--- src/rtl/mem_load_ctrl_if.sv ---
// rtl/mem_load_ctrl_if.sv - load word stream between the external source and mem_load_ctrl
interface mem_load_ctrl_if #(
  parameter int DATA_W = 16
) ();
  logic              ld_valid;
  logic              ld_ready;
  logic [DATA_W-1:0] ld_data;
  logic              ld_last;

  modport master (output ld_valid, ld_data, ld_last, input ld_ready);
  modport slave  (input ld_valid, ld_data, ld_last, output ld_ready);
endinterface

--- src/rtl/mem_load_ctrl.sv ---
// rtl/mem_load_ctrl.sv - handshaked DRAM/IRAM preload, processor handoff and DRAM readback
module mem_load_ctrl #(
  parameter int ADDR_W    = 9,
  parameter int DATA_W    = 16,
  parameter int DRAM_BASE = 1,
  parameter int IRAM_BASE = 1
) (
  input  logic              clk,
  input  logic              rst,
  input  logic              load_go,
  mem_load_ctrl_if.slave    ld,
  input  logic              proc_done,
  input  logic [ADDR_W-1:0] proc_dram_addr,
  input  logic [DATA_W-1:0] proc_dram_wdata,
  input  logic              proc_dram_we,
  input  logic [ADDR_W-1:0] proc_iram_addr,
  input  logic              rd_req,
  input  logic [ADDR_W-1:0] rd_addr,
  input  logic [DATA_W-1:0] dram_q,
  output logic [ADDR_W-1:0] dram_addr,
  output logic [DATA_W-1:0] dram_wdata,
  output logic              dram_we,
  output logic              dram_re,
  output logic [ADDR_W-1:0] iram_addr,
  output logic [DATA_W-1:0] iram_wdata,
  output logic              iram_we,
  output logic              rd_valid,
  output logic [DATA_W-1:0] rd_data,
  output logic              start,
  output logic              owner,
  output logic              busy,
  output logic [ADDR_W:0]   d_count,
  output logic [ADDR_W:0]   i_count,
  output logic              ovf
);
  typedef enum logic [2:0] {S_IDLE, S_LOAD_D, S_LOAD_I, S_RUN, S_DONE} state_t;

  localparam logic [ADDR_W-1:0] DB      = ADDR_W'(DRAM_BASE);
  localparam logic [ADDR_W-1:0] IB      = ADDR_W'(IRAM_BASE);
  localparam logic [ADDR_W-1:0] TOP     = '1;
  localparam logic [ADDR_W:0]   CNT_ONE = 1;

  state_t            state, state_nxt;
  logic              accept, go_ok, idle_like;
  logic [ADDR_W-1:0] d_ptr, i_ptr;
  logic              d_top, i_top;
  // last IRAM word accepted; its write occupies one more LOAD_I cycle before RUN
  logic              i_flush;
  logic [ADDR_W-1:0] q_dram_addr, q_iram_addr;
  logic [DATA_W-1:0] q_dram_wdata, q_iram_wdata;
  logic              q_dram_we, q_dram_re, q_iram_we, q_rd_valid, q_start;

  assign idle_like = (state == S_IDLE) || (state == S_DONE);
  assign go_ok     = load_go && idle_like;
  assign accept    = ld.ld_valid && ld.ld_ready;

  always_ff @(posedge clk) begin
    if (rst) state <= S_IDLE;
    else     state <= state_nxt;
  end

  always_comb begin
    state_nxt = state;
    case (state)
      S_IDLE, S_DONE: if (load_go) state_nxt = S_LOAD_D;
      S_LOAD_D:       if (accept && ld.ld_last) state_nxt = S_LOAD_I;
      S_LOAD_I:       if (i_flush) state_nxt = S_RUN;
      S_RUN:          if (proc_done) state_nxt = S_DONE;
      default:        state_nxt = S_IDLE;
    endcase
  end

  always_comb begin
    owner       = (state == S_RUN);
    busy        = (state == S_LOAD_D) || (state == S_LOAD_I) || (state == S_RUN);
    ld.ld_ready = (state == S_LOAD_D) || ((state == S_LOAD_I) && !i_flush);
    start       = q_start;
    rd_valid    = q_rd_valid;
    rd_data     = q_rd_valid ? dram_q : '0;
    if (owner) begin
      dram_addr  = proc_dram_addr;
      dram_wdata = proc_dram_wdata;
      dram_we    = proc_dram_we;
      dram_re    = 1'b0;
      iram_addr  = proc_iram_addr;
      iram_wdata = '0;
      iram_we    = 1'b0;
    end else begin
      dram_addr  = q_dram_addr;
      dram_wdata = q_dram_wdata;
      dram_we    = q_dram_we;
      dram_re    = q_dram_re;
      iram_addr  = q_iram_addr;
      iram_wdata = q_iram_wdata;
      iram_we    = q_iram_we;
    end
  end

  always_ff @(posedge clk) begin
    if (rst) begin
      d_ptr        <= DB;
      i_ptr        <= IB;
      d_top        <= 1'b0;
      i_top        <= 1'b0;
      i_flush      <= 1'b0;
      d_count      <= '0;
      i_count      <= '0;
      ovf          <= 1'b0;
      q_dram_addr  <= DB;
      q_dram_wdata <= '0;
      q_dram_we    <= 1'b0;
      q_dram_re    <= 1'b0;
      q_iram_addr  <= IB;
      q_iram_wdata <= '0;
      q_iram_we    <= 1'b0;
      q_rd_valid   <= 1'b0;
      q_start      <= 1'b0;
    end else begin
      q_dram_we  <= 1'b0;
      q_iram_we  <= 1'b0;
      q_dram_re  <= 1'b0;
      q_rd_valid <= q_dram_re;
      q_start    <= (state == S_LOAD_I) && i_flush;
      if (go_ok) begin
        d_ptr   <= DB;
        i_ptr   <= IB;
        d_top   <= 1'b0;
        i_top   <= 1'b0;
        i_flush <= 1'b0;
        d_count <= '0;
        i_count <= '0;
        ovf     <= 1'b0;
      end else if (accept && (state == S_LOAD_D)) begin
        // the top address is written once; later words in the segment are dropped
        if (d_top) begin
          ovf <= 1'b1;
        end else begin
          q_dram_addr  <= d_ptr;
          q_dram_wdata <= ld.ld_data;
          q_dram_we    <= 1'b1;
          d_count      <= d_count + CNT_ONE;
          if (d_ptr == TOP) d_top <= 1'b1;
          else              d_ptr <= d_ptr + 1'b1;
        end
      end else if (accept && (state == S_LOAD_I)) begin
        if (ld.ld_last) i_flush <= 1'b1;
        if (i_top) begin
          ovf <= 1'b1;
        end else begin
          q_iram_addr  <= i_ptr;
          q_iram_wdata <= ld.ld_data;
          q_iram_we    <= 1'b1;
          i_count      <= i_count + CNT_ONE;
          if (i_ptr == TOP) i_top <= 1'b1;
          else              i_ptr <= i_ptr + 1'b1;
        end
      end else if (rd_req && idle_like) begin
        q_dram_addr <= rd_addr;
        q_dram_re   <= 1'b1;
      end
    end
  end
endmodule

--- src/flat_wrapper.sv ---
// flat-port wrapper written by rule: the top's interface ports become plain ports
module mem_load_ctrl_flat 
#(
  parameter int ADDR_W    = 9,
  parameter int DATA_W    = 16,
  parameter int DRAM_BASE = 1,
  parameter int IRAM_BASE = 1
)
  (clk, rst, load_go, proc_done, proc_dram_addr, proc_dram_wdata, proc_dram_we, proc_iram_addr, rd_req, rd_addr, dram_q, dram_addr, dram_wdata, dram_we, dram_re, iram_addr, iram_wdata, iram_we, rd_valid, rd_data, start, owner, busy, d_count, i_count, ovf, ld_ld_valid, ld_ld_data, ld_ld_last, ld_ld_ready);
  mem_load_ctrl_if #(.DATA_W(DATA_W)) ld_i ();
  input  logic clk;
  input  logic rst;
  input  logic load_go;
  input  logic proc_done;
  input  logic [ADDR_W-1:0] proc_dram_addr;
  input  logic [DATA_W-1:0] proc_dram_wdata;
  input  logic proc_dram_we;
  input  logic [ADDR_W-1:0] proc_iram_addr;
  input  logic rd_req;
  input  logic [ADDR_W-1:0] rd_addr;
  input  logic [DATA_W-1:0] dram_q;
  output logic [ADDR_W-1:0] dram_addr;
  output logic [DATA_W-1:0] dram_wdata;
  output logic dram_we;
  output logic dram_re;
  output logic [ADDR_W-1:0] iram_addr;
  output logic [DATA_W-1:0] iram_wdata;
  output logic iram_we;
  output logic rd_valid;
  output logic [DATA_W-1:0] rd_data;
  output logic start;
  output logic owner;
  output logic busy;
  output logic [ADDR_W:0] d_count;
  output logic [ADDR_W:0] i_count;
  output logic ovf;
  input wire logic [$bits(ld_i.ld_valid)-1:0] ld_ld_valid;
  input wire logic [$bits(ld_i.ld_data)-1:0] ld_ld_data;
  input wire logic [$bits(ld_i.ld_last)-1:0] ld_ld_last;
  output wire logic [$bits(ld_i.ld_ready)-1:0] ld_ld_ready;
  assign ld_i.ld_valid = ld_ld_valid;
  assign ld_i.ld_data = ld_ld_data;
  assign ld_i.ld_last = ld_ld_last;
  assign ld_ld_ready = ld_i.ld_ready;
  mem_load_ctrl #(.ADDR_W(ADDR_W), .DATA_W(DATA_W), .DRAM_BASE(DRAM_BASE), .IRAM_BASE(IRAM_BASE)) u_core (.clk(clk), .rst(rst), .load_go(load_go), .ld(ld_i), .proc_done(proc_done), .proc_dram_addr(proc_dram_addr), .proc_dram_wdata(proc_dram_wdata), .proc_dram_we(proc_dram_we), .proc_iram_addr(proc_iram_addr), .rd_req(rd_req), .rd_addr(rd_addr), .dram_q(dram_q), .dram_addr(dram_addr), .dram_wdata(dram_wdata), .dram_we(dram_we), .dram_re(dram_re), .iram_addr(iram_addr), .iram_wdata(iram_wdata), .iram_we(iram_we), .rd_valid(rd_valid), .rd_data(rd_data), .start(start), .owner(owner), .busy(busy), .d_count(d_count), .i_count(i_count), .ovf(ovf));
endmodule
--- config.mk ---
export PLATFORM = sky130hd
export DESIGN_NAME = mem_load_ctrl_flat
export DESIGN_NICKNAME = d
export VERILOG_FILES = /design/src/rtl/mem_load_ctrl_if.sv /design/src/rtl/mem_load_ctrl.sv /design/src/flat_wrapper.sv
export SDC_FILE = /design/constraint.sdc
export NUM_CORES = 1
export LEC_CHECK = 0
export BUFFER_PORTS_ARGS = -buffer_cell sky130_fd_sc_hd__buf_2
export CORE_MARGIN = 2
export CORE_UTILIZATION = 50
export DETAILED_ROUTE_END_ITERATION = 10
export PLACE_DENSITY_LB_ADDON = 0.15
export SYNTH_ARGS = -nofsm -noshare
export SYNTH_HDL_FRONTEND = slang
export SYNTH_SLANG_ARGS = --single-unit
--- constraint.sdc ---
create_clock -name clk -period 4 [get_ports clk]
set_input_delay 0.6 -clock clk [delete_from_list [all_inputs] [get_ports clk]]
set_output_delay 0.6 -clock clk [all_outputs]
set_load 0.01 [all_outputs]
==> results list <==
- Dividing the detail-routed wire length by the instance count gives 14.0 µm.
- Fraction of the core area covered by cells at the end of the flow: 0.630
- Avg Vias per Cell: 5.17
- Hold violation total from the final report: 0
* Leak Pwr: 2.58 nW
- In this run the mean area of a mapped cell was 8.38 µm².
- The clock tree synthesis step divided the H-tree into 3 levels.
* Power density over the cells: 322 nW/µm²
- The worst setup path is captured at a primary output.
- In this run, post-CTS repair resized a total of 0 instances.
* Final critical path time including I/O delays and setup: 2980 ps
- Wire length of the first global-routing pass: 18.6 mm
- Starting density of the core: 0.513
- The worst setup path is launched from a flip-flop.
- At the end of the flow, the number of nets in the layout was 810.
- Detailed Route Iter0 Violations: 174
- Max-Slew Margin vs Limit: 0.295
- Clock skew on the completed layout was measured at 14.7 ps.
- Number of DRC violations after detailed routing: 0
* Number of violations of the max-capacitance limit: 0
* Slew at the pin closest to its max-slew limit: 1060 ps
- Counting distinct cell types in the post-synthesis netlist gives 51.
- Count of TritonRoute iterations in the first routing pass: 4
* Count of warnings emitted by yosys: 0
* Number of antenna violations at the first check in global routing: 0
- Num Clock Sinks: 100
* Worst hold slack across all endpoints: 457 ps
- Based on the critical path, the design can be clocked at up to 336 MHz.
* Placed cell count: 839
- Sorting the synthesized cells by area gives the leading types as sky130_fd_sc_hd__dfxtp_1 42%, sky130_fd_sc_hd__nand2_1 9.4%, sky130_fd_sc_hd__mux2_2 8.3%.
- By startpoint and endpoint, the worst setup path is classified as flip-flop to primary output.
- Timing analysis after detailed placement gives a worst setup slack of 1270 ps.
- In this run the remaining antenna-violating nets after routing total 0.
- Post-CTS setup repair buffer count: 0
- The die is 101 µm wide.
- Summed over all instances, the cell type with the most area after synthesis is sky130_fd_sc_hd__dfxtp_1.
* Post-synth design cell area: 4740 µm²
* Status: complete, no violations
* Register bit count reported by yosys: 100
- Post-route insts no fill: 855
- Clock tree from TritonCTS: yes
- Fraction of final layout cells with drive strength greater than 1: 0.328
- Data arrival time of the critical path: 2380 ps
- The share of the Yosys chip area taken by registers is 0.422.
- Of the post-synthesis cell area, the dominant cell type holds 0.422.
- The min-delay analysis places its worst path in the category flip-flop to flip-flop.
* IR Drop Worst-Case VDD: 0.197 mV
- Routability Congestion: 0.804
- Relative to the synthesized area, the layout overhead comes to 22.7%.
* Num CTS Buffers: 9
- For the worst setup path, the data required time is 3400 ps.
- Maximum number of pins on one net before global-route repair: 59
- The routed design has 12.0 mm of wire.
- Launch point of the worst reg-to-reg path: u_core.state[0]$_SDFFE_PP0P_
- The layout has 814 filler cells.
- Worst r2r path cells: 4
* Setup repair after global routing missed its margin: no
- After floorplanning, the core was sized to cover 9240 µm².
- The detailed router placed 4,419 vias in this run.
- Post-Syn Nets: 655
* Count of inserted antenna diode cells: 0
- Row count: 35
* Detailed placement HPWL: 8.67 mm
- Root buf cell: sky130_fd_sc_hd__clkbuf_8
- R2r setup slk: 1340 ps
* Highest net fanout along the worst path: 55
* Fin Setup TNS: 0 ps
* Hold_buf cts: 0
* Overflow after GRT: 0
* Total GRT Usage: 0.224
* Fin area: 5820 µm²
- Final Max Slew Viols: 0
- Of the available clock period, the critical path in the final layout requires 0.744.
- In this run the worst setup path terminates at dram_wdata[9].
- Final setup violation count: 0
- Setup WS post-layout: 1020 ps
* Endpoint of the worst-slack reg-to-reg timing path: u_core.d_count[0]$_SDFFE_PP0P_
- Worst setup startpoint: u_core.state[0]$_SDFFE_PP0P_
- For the worst-skew pair, the clock arrives at the later sink with an insertion delay of 360 ps.
* Die footprint: 10,300 µm²
- In this run the tool buffered the top-level ports with 177 buffer cells.
- Worst-path clk slew: 110 ps
- Overall power consumption after layout is estimated at 1.88 mW.
- Die H: 101 µm
* DP Area: 5640 µm²
- The number of global-route vias before repair was 4,004.
- Count of boundary I/O pins: 178
- Synthesis produced 566 cells.
- The clock passes through at most 2 buffers.
==> worst min-delay path by stage <==
| stage | start | to | slack (ps) | cells past startpoint |
|---|---|---|---|---|
| after floorplan | u_core.q_dram_re$_SDFF_PP0_ | u_core.rd_valid$_SDFF_PP0_ | 430 | 1 |
| after global placement | u_core.q_dram_re$_SDFF_PP0_ | u_core.rd_valid$_SDFF_PP0_ | 440 | 1 |
| after detailed placement | u_core.q_iram_wdata[2]$_SDFFE_PP0P_ | u_core.q_iram_wdata[2]$_SDFFE_PP0P_ | 440 | 2 |
| after CTS | u_core.q_iram_wdata[2]$_SDFFE_PP0P_ | u_core.q_iram_wdata[2]$_SDFFE_PP0P_ | 460 | 2 |
| after global routing | ld_ld_data[14] | u_core.q_iram_wdata[14]$_SDFFE_PP0P_ | 470 | 3 |
| final | u_core.q_iram_wdata[2]$_SDFFE_PP0P_ | u_core.q_iram_wdata[2]$_SDFFE_PP0P_ | 460 | 2 |
==> layer usage <==
layer	vias up	part of all wire	GRT usage
li1	2241	-	-
met1	2048	0.45	0.276
met2	120	0.50	0.402
met3	10	0.049	0.0476
met4	0	0.010	0.0478
met5	-	0	0
==> cells in the final DEF (no fill, tap or decap), drive strengths merged, types with 3 or more instances in the layout <==
cell,n
buf,180
nand2,119
dfxtp,100
a21oi,58
nor2,47
mux2,35
nor2b,21
and2,19
xor2,14
nand4,13
nand3,13
inv,10
xnor2,9
clkbuf,9
a311oi,8
and3,6
o21ai,6
ha,6
and4,5
nor3,5
nor4,5
or3,4
clkinv,4
nand2b,3
a21o,3
==> power breakdown <==
group          switching (mW)  internal, mW
Clock                   0.367         0.236
Combinational           0.130         0.102
Sequential             0.0212          1.02
==> synthesized netlist by cell type (all sizes together) <==
cell       n
nand2    119
dfxtp    100
a21oi     58
nor2      47
mux2      35
buf       21
nor2b     21
and2      19
clkbuf    15
xor2      14
nand3     13
nand4     13
xnor2      9
a311oi     8
inv        7
and3       6
ha         6
o21ai      6
and4       5
nor3       5
nor4       5
or3        4
a21o       3
nand2b     3
a32oi      2
and4b      2
and4bb     2
o31ai      2
or4        2
a211oi     1
a31oi      1
a32o       1
a41oi      1
mux2i      1
nand3b     1
nand4bb    1
nor3b      1
o21a       1
o21bai     1
o22ai      1
o2bb2ai    1
o41ai      1
or3b       1
==> sequential cells by signal, summed over array words and instances (netlist names), 3 cells and up <==
register / flops
u_core.q_dram_wdata: 16
u_core.q_iram_wdata: 16
u_core.d_count: 10
u_core.i_count: 10
u_core.d_ptr: 9
u_core.i_ptr: 9
u_core.q_dram_addr: 9
u_core.q_iram_addr: 9
u_core.state: 3
==> final cells by class <==
type,instances,area (µm²),share of cell area
clock inverter,7,57.6,0.00989
timing repair buffer,180,908,0.156
multi-input combinational,423,2540,0.436
inverter,7,26.3,0.00452
tap,129,161,0.0277
sequential,100,2000,0.344
clock buffer,9,124,0.0213
==> worst max-delay path: stages, from the launching register on <==
cell and delay, ps:
sky130_fd_sc_hd__dfxtp_1 610, sky130_fd_sc_hd__inv_1 130, sky130_fd_sc_hd__nor3b_2 170, sky130_fd_sc_hd__buf_4 530, sky130_fd_sc_hd__mux2_2 410, sky130_fd_sc_hd__buf_2 140
==> cell families after synthesis <==
family,share of synthesized area
AND/OR/NAND/NOR,0.282
adder cells (fa/ha/maj),0.0158
flip-flops,0.422
XOR/XNOR,0.0425
multiplexers,0.0852
buffers and inverters,0.0438
AO/OA/AOI/OAI,0.109
(Power assumes the default switching activity.)
